### config.mk
export PLATFORM = sky130hd
export DESIGN_NAME = fila_cmd
export DESIGN_NICKNAME = d
export VERILOG_FILES = /design/src/rtl/fila_cmd.sv
export SDC_FILE = /design/constraint.sdc
export NUM_CORES = 1
export LEC_CHECK = 0
export CORE_MARGIN = 4
export CORE_UTILIZATION = 40
export CTS_CLUSTER_SIZE = 12
export DETAILED_ROUTE_END_ITERATION = 8
export PLACE_DENSITY = 0.63
export SYNTH_ARGS = -nofsm -noshare
export SYNTH_HDL_FRONTEND = slang
export SYNTH_SLANG_ARGS = --single-unit
### constraint.sdc
create_clock -name clock_10KHz -period 5.4 [get_ports clock_10KHz]
set_input_delay 0.81 -clock clock_10KHz [delete_from_list [all_inputs] [get_ports clock_10KHz]]
set_output_delay 0.81 -clock clock_10KHz [all_outputs]
set_load 0.005 [all_outputs]
### src/rtl/fila_cmd.sv
// fila_cmd: push-button command front end for an 8-entry queue.
// Conditions the enqueue/dequeue buttons, turns debounced presses into
// one-cycle queue requests and tracks rejected commands.
module fila_cmd #(
    parameter int unsigned DEBOUNCE_CYCLES = 100
) (
    input  logic       clock_10KHz,
    input  logic       reset,
    input  logic       btn_enq_in,
    input  logic       btn_deq_in,
    input  logic [7:0] switches_in,
    input  logic [7:0] len_in,
    input  logic [7:0] fila_data_in,
    output logic       enqueue_out,
    output logic       dequeue_out,
    output logic [7:0] data_out,
    output logic [7:0] last_deq_out,
    output logic       busy_out,
    output logic       err_full_out,
    output logic       err_empty_out,
    output logic [3:0] reject_cnt_out
);

    localparam int unsigned DATA_W      = 8;
    localparam int unsigned REJ_W       = 4;
    localparam int unsigned CNT_W       = 16;
    localparam int unsigned NUM_BTN     = 2;
    localparam int unsigned BTN_ENQ     = 0;
    localparam int unsigned BTN_DEQ     = 1;
    localparam int unsigned QUEUE_DEPTH = 8;

    localparam logic [CNT_W-1:0]  DB_LAST   = CNT_W'(DEBOUNCE_CYCLES - 1);
    localparam logic [REJ_W-1:0]  REJ_MAX   = '1;
    localparam logic [DATA_W-1:0] LEN_LIMIT = DATA_W'(QUEUE_DEPTH);

    typedef enum logic [2:0] {
        IDLE,
        ENQ,
        ENQ_HOLD,
        DEQ,
        DEQ_WAIT,
        DEQ_CAP
    } state_t;

    // Button conditioning state, bit 0 = enqueue, bit 1 = dequeue
    logic [NUM_BTN-1:0]            sync1_q, sync1_d;
    logic [NUM_BTN-1:0]            sync2_q, sync2_d;
    logic [NUM_BTN-1:0]            db_q, db_d;
    logic [NUM_BTN-1:0]            db_prev_q, db_prev_d;
    logic [NUM_BTN-1:0][CNT_W-1:0] cnt_q, cnt_d;
    logic [NUM_BTN-1:0]            btn_evt_c;

    // Command FSM and output registers
    state_t              state_q, state_d;
    logic                hold_q, hold_d;
    logic                enq_q, enq_d;
    logic                deq_q, deq_d;
    logic                busy_q, busy_d;
    logic [DATA_W-1:0]   data_q, data_d;
    logic [DATA_W-1:0]   last_q, last_d;
    logic                err_full_q, err_full_d;
    logic                err_empty_q, err_empty_d;
    logic [REJ_W-1:0]    rej_q, rej_d;
    logic [REJ_W-1:0]    rej_inc_c;

    // Synchronize raw buttons and accept a new level only after it has held steady
    always_comb begin
        sync1_d   = {btn_deq_in, btn_enq_in};
        sync2_d   = sync1_q;
        db_d      = db_q;
        db_prev_d = db_q;
        cnt_d     = '0;
        for (int i = 0; i < int'(NUM_BTN); i++) begin
            if (sync2_q[i] != db_q[i]) begin
                if (cnt_q[i] == DB_LAST) begin
                    db_d[i] = sync2_q[i];
                end else begin
                    cnt_d[i] = cnt_q[i] + CNT_W'(1);
                end
            end
        end
    end

    // Button conditioning registers
    always_ff @(posedge clock_10KHz or posedge reset) begin
        if (reset) begin
            sync1_q   <= '0;
            sync2_q   <= '0;
            db_q      <= '0;
            db_prev_q <= '0;
            cnt_q     <= '0;
        end else begin
            sync1_q   <= sync1_d;
            sync2_q   <= sync2_d;
            db_q      <= db_d;
            db_prev_q <= db_prev_d;
            cnt_q     <= cnt_d;
        end
    end

    // One-cycle command event on each debounced press (release is ignored)
    assign btn_evt_c = db_q & ~db_prev_q;

    assign rej_inc_c = (rej_q == REJ_MAX) ? rej_q : rej_q + REJ_W'(1);

    // Next state and registered outputs; request pulses are taken from the
    // current state so they trail the state by one cycle, which fixes the
    // dequeue capture at three edges after the edge that raised dequeue_out
    always_comb begin
        state_d     = state_q;
        hold_d      = 1'b0;
        data_d      = data_q;
        last_d      = last_q;
        err_full_d  = err_full_q;
        err_empty_d = err_empty_q;
        rej_d       = rej_q;

        case (state_q)
            IDLE: begin
                if (btn_evt_c[BTN_ENQ]) begin
                    if (len_in < LEN_LIMIT) begin
                        data_d      = switches_in;
                        err_full_d  = 1'b0;
                        err_empty_d = 1'b0;
                        state_d     = ENQ;
                    end else begin
                        err_full_d = 1'b1;
                        rej_d      = rej_inc_c;
                    end
                end else if (btn_evt_c[BTN_DEQ]) begin
                    if (len_in != '0) begin
                        err_full_d  = 1'b0;
                        err_empty_d = 1'b0;
                        state_d     = DEQ;
                    end else begin
                        err_empty_d = 1'b1;
                        rej_d       = rej_inc_c;
                    end
                end
            end
            ENQ: begin
                state_d = ENQ_HOLD;
            end
            ENQ_HOLD: begin
                if (hold_q) begin
                    state_d = IDLE;
                end else begin
                    hold_d = 1'b1;
                end
            end
            DEQ: begin
                state_d = DEQ_WAIT;
            end
            DEQ_WAIT: begin
                if (hold_q) begin
                    state_d = DEQ_CAP;
                end else begin
                    hold_d = 1'b1;
                end
            end
            DEQ_CAP: begin
                last_d  = fila_data_in;
                state_d = IDLE;
            end
            default: begin
                state_d = IDLE;
            end
        endcase

        enq_d  = (state_q == ENQ);
        deq_d  = (state_q == DEQ);
        busy_d = (state_d != IDLE);
    end

    // FSM state and output registers
    always_ff @(posedge clock_10KHz or posedge reset) begin
        if (reset) begin
            state_q     <= IDLE;
            hold_q      <= 1'b0;
            enq_q       <= 1'b0;
            deq_q       <= 1'b0;
            busy_q      <= 1'b0;
            data_q      <= '0;
            last_q      <= '0;
            err_full_q  <= 1'b0;
            err_empty_q <= 1'b0;
            rej_q       <= '0;
        end else begin
            state_q     <= state_d;
            hold_q      <= hold_d;
            enq_q       <= enq_d;
            deq_q       <= deq_d;
            busy_q      <= busy_d;
            data_q      <= data_d;
            last_q      <= last_d;
            err_full_q  <= err_full_d;
            err_empty_q <= err_empty_d;
            rej_q       <= rej_d;
        end
    end

    assign enqueue_out    = enq_q;
    assign dequeue_out    = deq_q;
    assign data_out       = data_q;
    assign last_deq_out   = last_q;
    assign busy_out       = busy_q;
    assign err_full_out   = err_full_q;
    assign err_empty_out  = err_empty_q;
    assign reject_cnt_out = rej_q;

endmodule

==> impl_results.md <==
* Avg Cell Area, Syn at 11.2 um^2
* Buf/Inv on CP at 1
* Clock skew at 8.95 ps
* TritonRoute pass-1 iters at 4
* Fin area at 0.00384 mm^2
* Number of global-route vias before repair at 2108
* Initial antenna violation count at 0
* Yosys cell types at 39
* Worst-path clk slew at 70 ps
* Clock sink total at 69
* Register bit count reported by yosys at 69
* Hold Violations, Final at 0
* Unrepaired setup endpoints after global routing: false
* Detailed Place HPWL at 3830 um
* Final WL at 5390 um
* Width of the die at 94.5 um
* Synth Net Count at 298
* # setup viols final at 0
* Antenna fix cells at 0
* # port buffers at 52
* Mapped cell area at 0.00300 mm^2
* Max clock buf depth at 2
* Max incr delay on CP at 400 ps
* Max-Cap Viols at 0
* Overflow after GRT at 0
* Vias/cell at 4.85
* Worst-margin pin slew at 845 ps
* Number of synthesized flops with an enable pin at 0
* Die height at 94.5 um
* Gr usage total at 0.133
* Post-route DRC at 0
* Warnings, synthesis at 0
* Register area share after synthesis at 0.576
* Post-Syn Instances at 267
* Htree depth at 3
* Commonest non-fill, non-tap cell in the layout: dfrtp_1
* Num CTS Buffers at 9
* FMAX at 422 MHz
* 1st-iter DRT viols at 78
* CTS tree: yes
* Root Driver: clkbuf_8
* PD cells at 273 mW/mm^2
* First-pass GRT wire length at 9400 um
* Critical-path top delay cell: clkdlybuf4s50_1
* Critical path type: in2reg
* Dpl cell area at 0.00362 mm^2
* Commonest register cell after synthesis: dfrtp_1
* Worst VDD drop at 0.143 mV
* Postcts setup bufs at 0
* Setup TNS at 0 ps
* Status: finished, final reports clean
* Final worst path period need at 2370 ps
* Post-cts resize count at 0
* Tcrit/Tclk final at 0.439
* Largest delay contributor family on the critical path: simple AND/OR/NAND/NOR gates
* Synth top area cells: dfrtp_1 (58%), mux2_2 (7.1%), nor2_1 (5.8%)
* Die area at 0.00894 mm^2
* Critical path required time at 5620 ps
* Largest net degree at the start of global routing at 70
* Worst min path class: reg2reg
* Fin nets at 357
* Initial core utilization at 0.413
* Leading area contributor after synthesis: dfrtp_1
* CP max FO at 4
* Ratio of cells with drive above 1 in the final layout at 0.133
* Routed len/inst at 12.5 um
* Slew headroom at 0.436
* Worst Setup Start Kind: input pin
* Insertion delay to the later sink of the worst-skew pair at 330 ps
* Routability cong. at 0.746
* Worst setup margin at 3030 ps
* Worst-path cell chain: clkdlybuf4s50_1, nor3_1, a21oi_1, a41oi_1, and2b_1, mux2_2
* Share of the synthesized area in the top cell type at 0.576
* Vias post-DR at 2086
* Cts hold-fix bufs at 0
* Most frequent cells in the layout: dfrtp_1 (69), clkdlybuf4s50_1 (52), nor2_1 (46)
* ANT nets after route at 0
* Crit. End Element: flip-flop
* Lkg Pwr at 1.66 nW
* I/O Pins at 53
* # rows at 31
* Max Slew Vio Count at 0
* Synthesis-to-layout area growth at 28.2%
* Core Box Area at 0.00725 mm^2
* Async set-or-reset flop fraction in the synthesized netlist at 1.00
* Smallest hold slack at 356 ps
* Worst path arrival time at 2590 ps
* Place WS at 2690 ps
Yosys cell counts, types with 2 or more instances:
cell and count:
and3_1 3, a21oi_1 3, nor3_1 5, ha_1 3, o21ai_0 6, mux2_2 19, or2_2 2, clkbuf_1 2
xnor2_1 15, and2_1 2, nor2b_1 2, nor4_1 5, nand2_1 18, or4_1 2, dfrtp_1 69, or3_1 2
xor2_1 19, nor2_1 46, inv_1 5, nand3_1 11, nand4_1 9, nand2_2 2
power by group:
group          internal, W  switching (W)
Combinational    0.0000315      0.0000228
Clock             0.000272       0.000190
Sequential        0.000526     0.00000699
Total             0.000829       0.000220
cell type report:
type | instances | area, um^2
Inverter | 5 | 18.8
Clock inverter | 6 | 86.3
Sequential cell | 69 | 1730
Fill cell | 652 | 3410
Tap cell | 99 | 124
Timing Repair Buffer | 53 | 528
Multi-Input combinational cell | 188 | 1220
Clock buffer | 10 | 138
state kept, by name, indices dropped and copies added (netlist names):
name and flops:
hold_q 1, db_prev_q 2, dequeue_out 1, err_empty_out 1, sync1_q 2, state_q 3, data_out 8, reject_cnt_out 4
cnt_q 32, last_deq_out 8, enqueue_out 1, sync2_q 2, db_prev_d 2, err_full_out 1, busy_out 1
worst reg2reg max path, cell delays in order (launching register included):
cell and delay (ps):
dfrtp_1 440, or4_1 540, nor4_1 290, nand4_1 220, nand2_2 280, nor2_1 90
kinds of logic after synthesis:
logic type,synth area share
muxes,0.0748
adders and majority gates,0.0125
DFF,0.576
and+or+nand+nor,0.192
xor gates and xnor gates,0.0994
buffers and inverters,0.0167
AOI/OAI and AO/OA,0.0280
through the flow:
step                total power [W]  std cells   util
floorplan                  0.000564        267      -
global placement           0.000598        414  0.499
detailed placement         0.000599        414  0.499
CTS                         0.00107        430  0.529
global route                0.00109        430  0.529
finish                      0.00105        430  0.529
routing by layer:
| layer | GRT usage | share of wire | vias to the layer above |
|---|---|---|---|
| li1 | - | - | 1030 |
| met1 | 0.173 | 0.48 | 1020 |
| met2 | 0.210 | 0.48 | 30 |
| met3 | 0.0375 | 0.028 | 6 |
| met4 | 0.0541 | 0.015 | 0 |
| met5 | 0 | 0 | - |
final timing paths:
path / from / depth (start not counted) / slack (ps) / endpoint
max reg2reg: cnt_q[10]$_DFF_PP0_ / 5 / 3410 / cnt_q[5]$_DFF_PP0_
max in group asynchronous: reset / 3 / 3790 / sync2_q[0]$_DFF_PP0_
min reg2reg: sync1_q[1]$_DFF_PP0_ / 0 / 360 / sync2_q[1]$_DFF_PP0_
max: len_in[3] / 6 / 3030 / reject_cnt_out[1]$_DFFE_PP0P_
min in group asynchronous: reset / 3 / 1040 / sync1_q[1]$_DFF_PP0_
min: sync1_q[1]$_DFF_PP0_ / 0 / 360 / sync2_q[1]$_DFF_PP0_
Power figures use the tool's default switching activity.
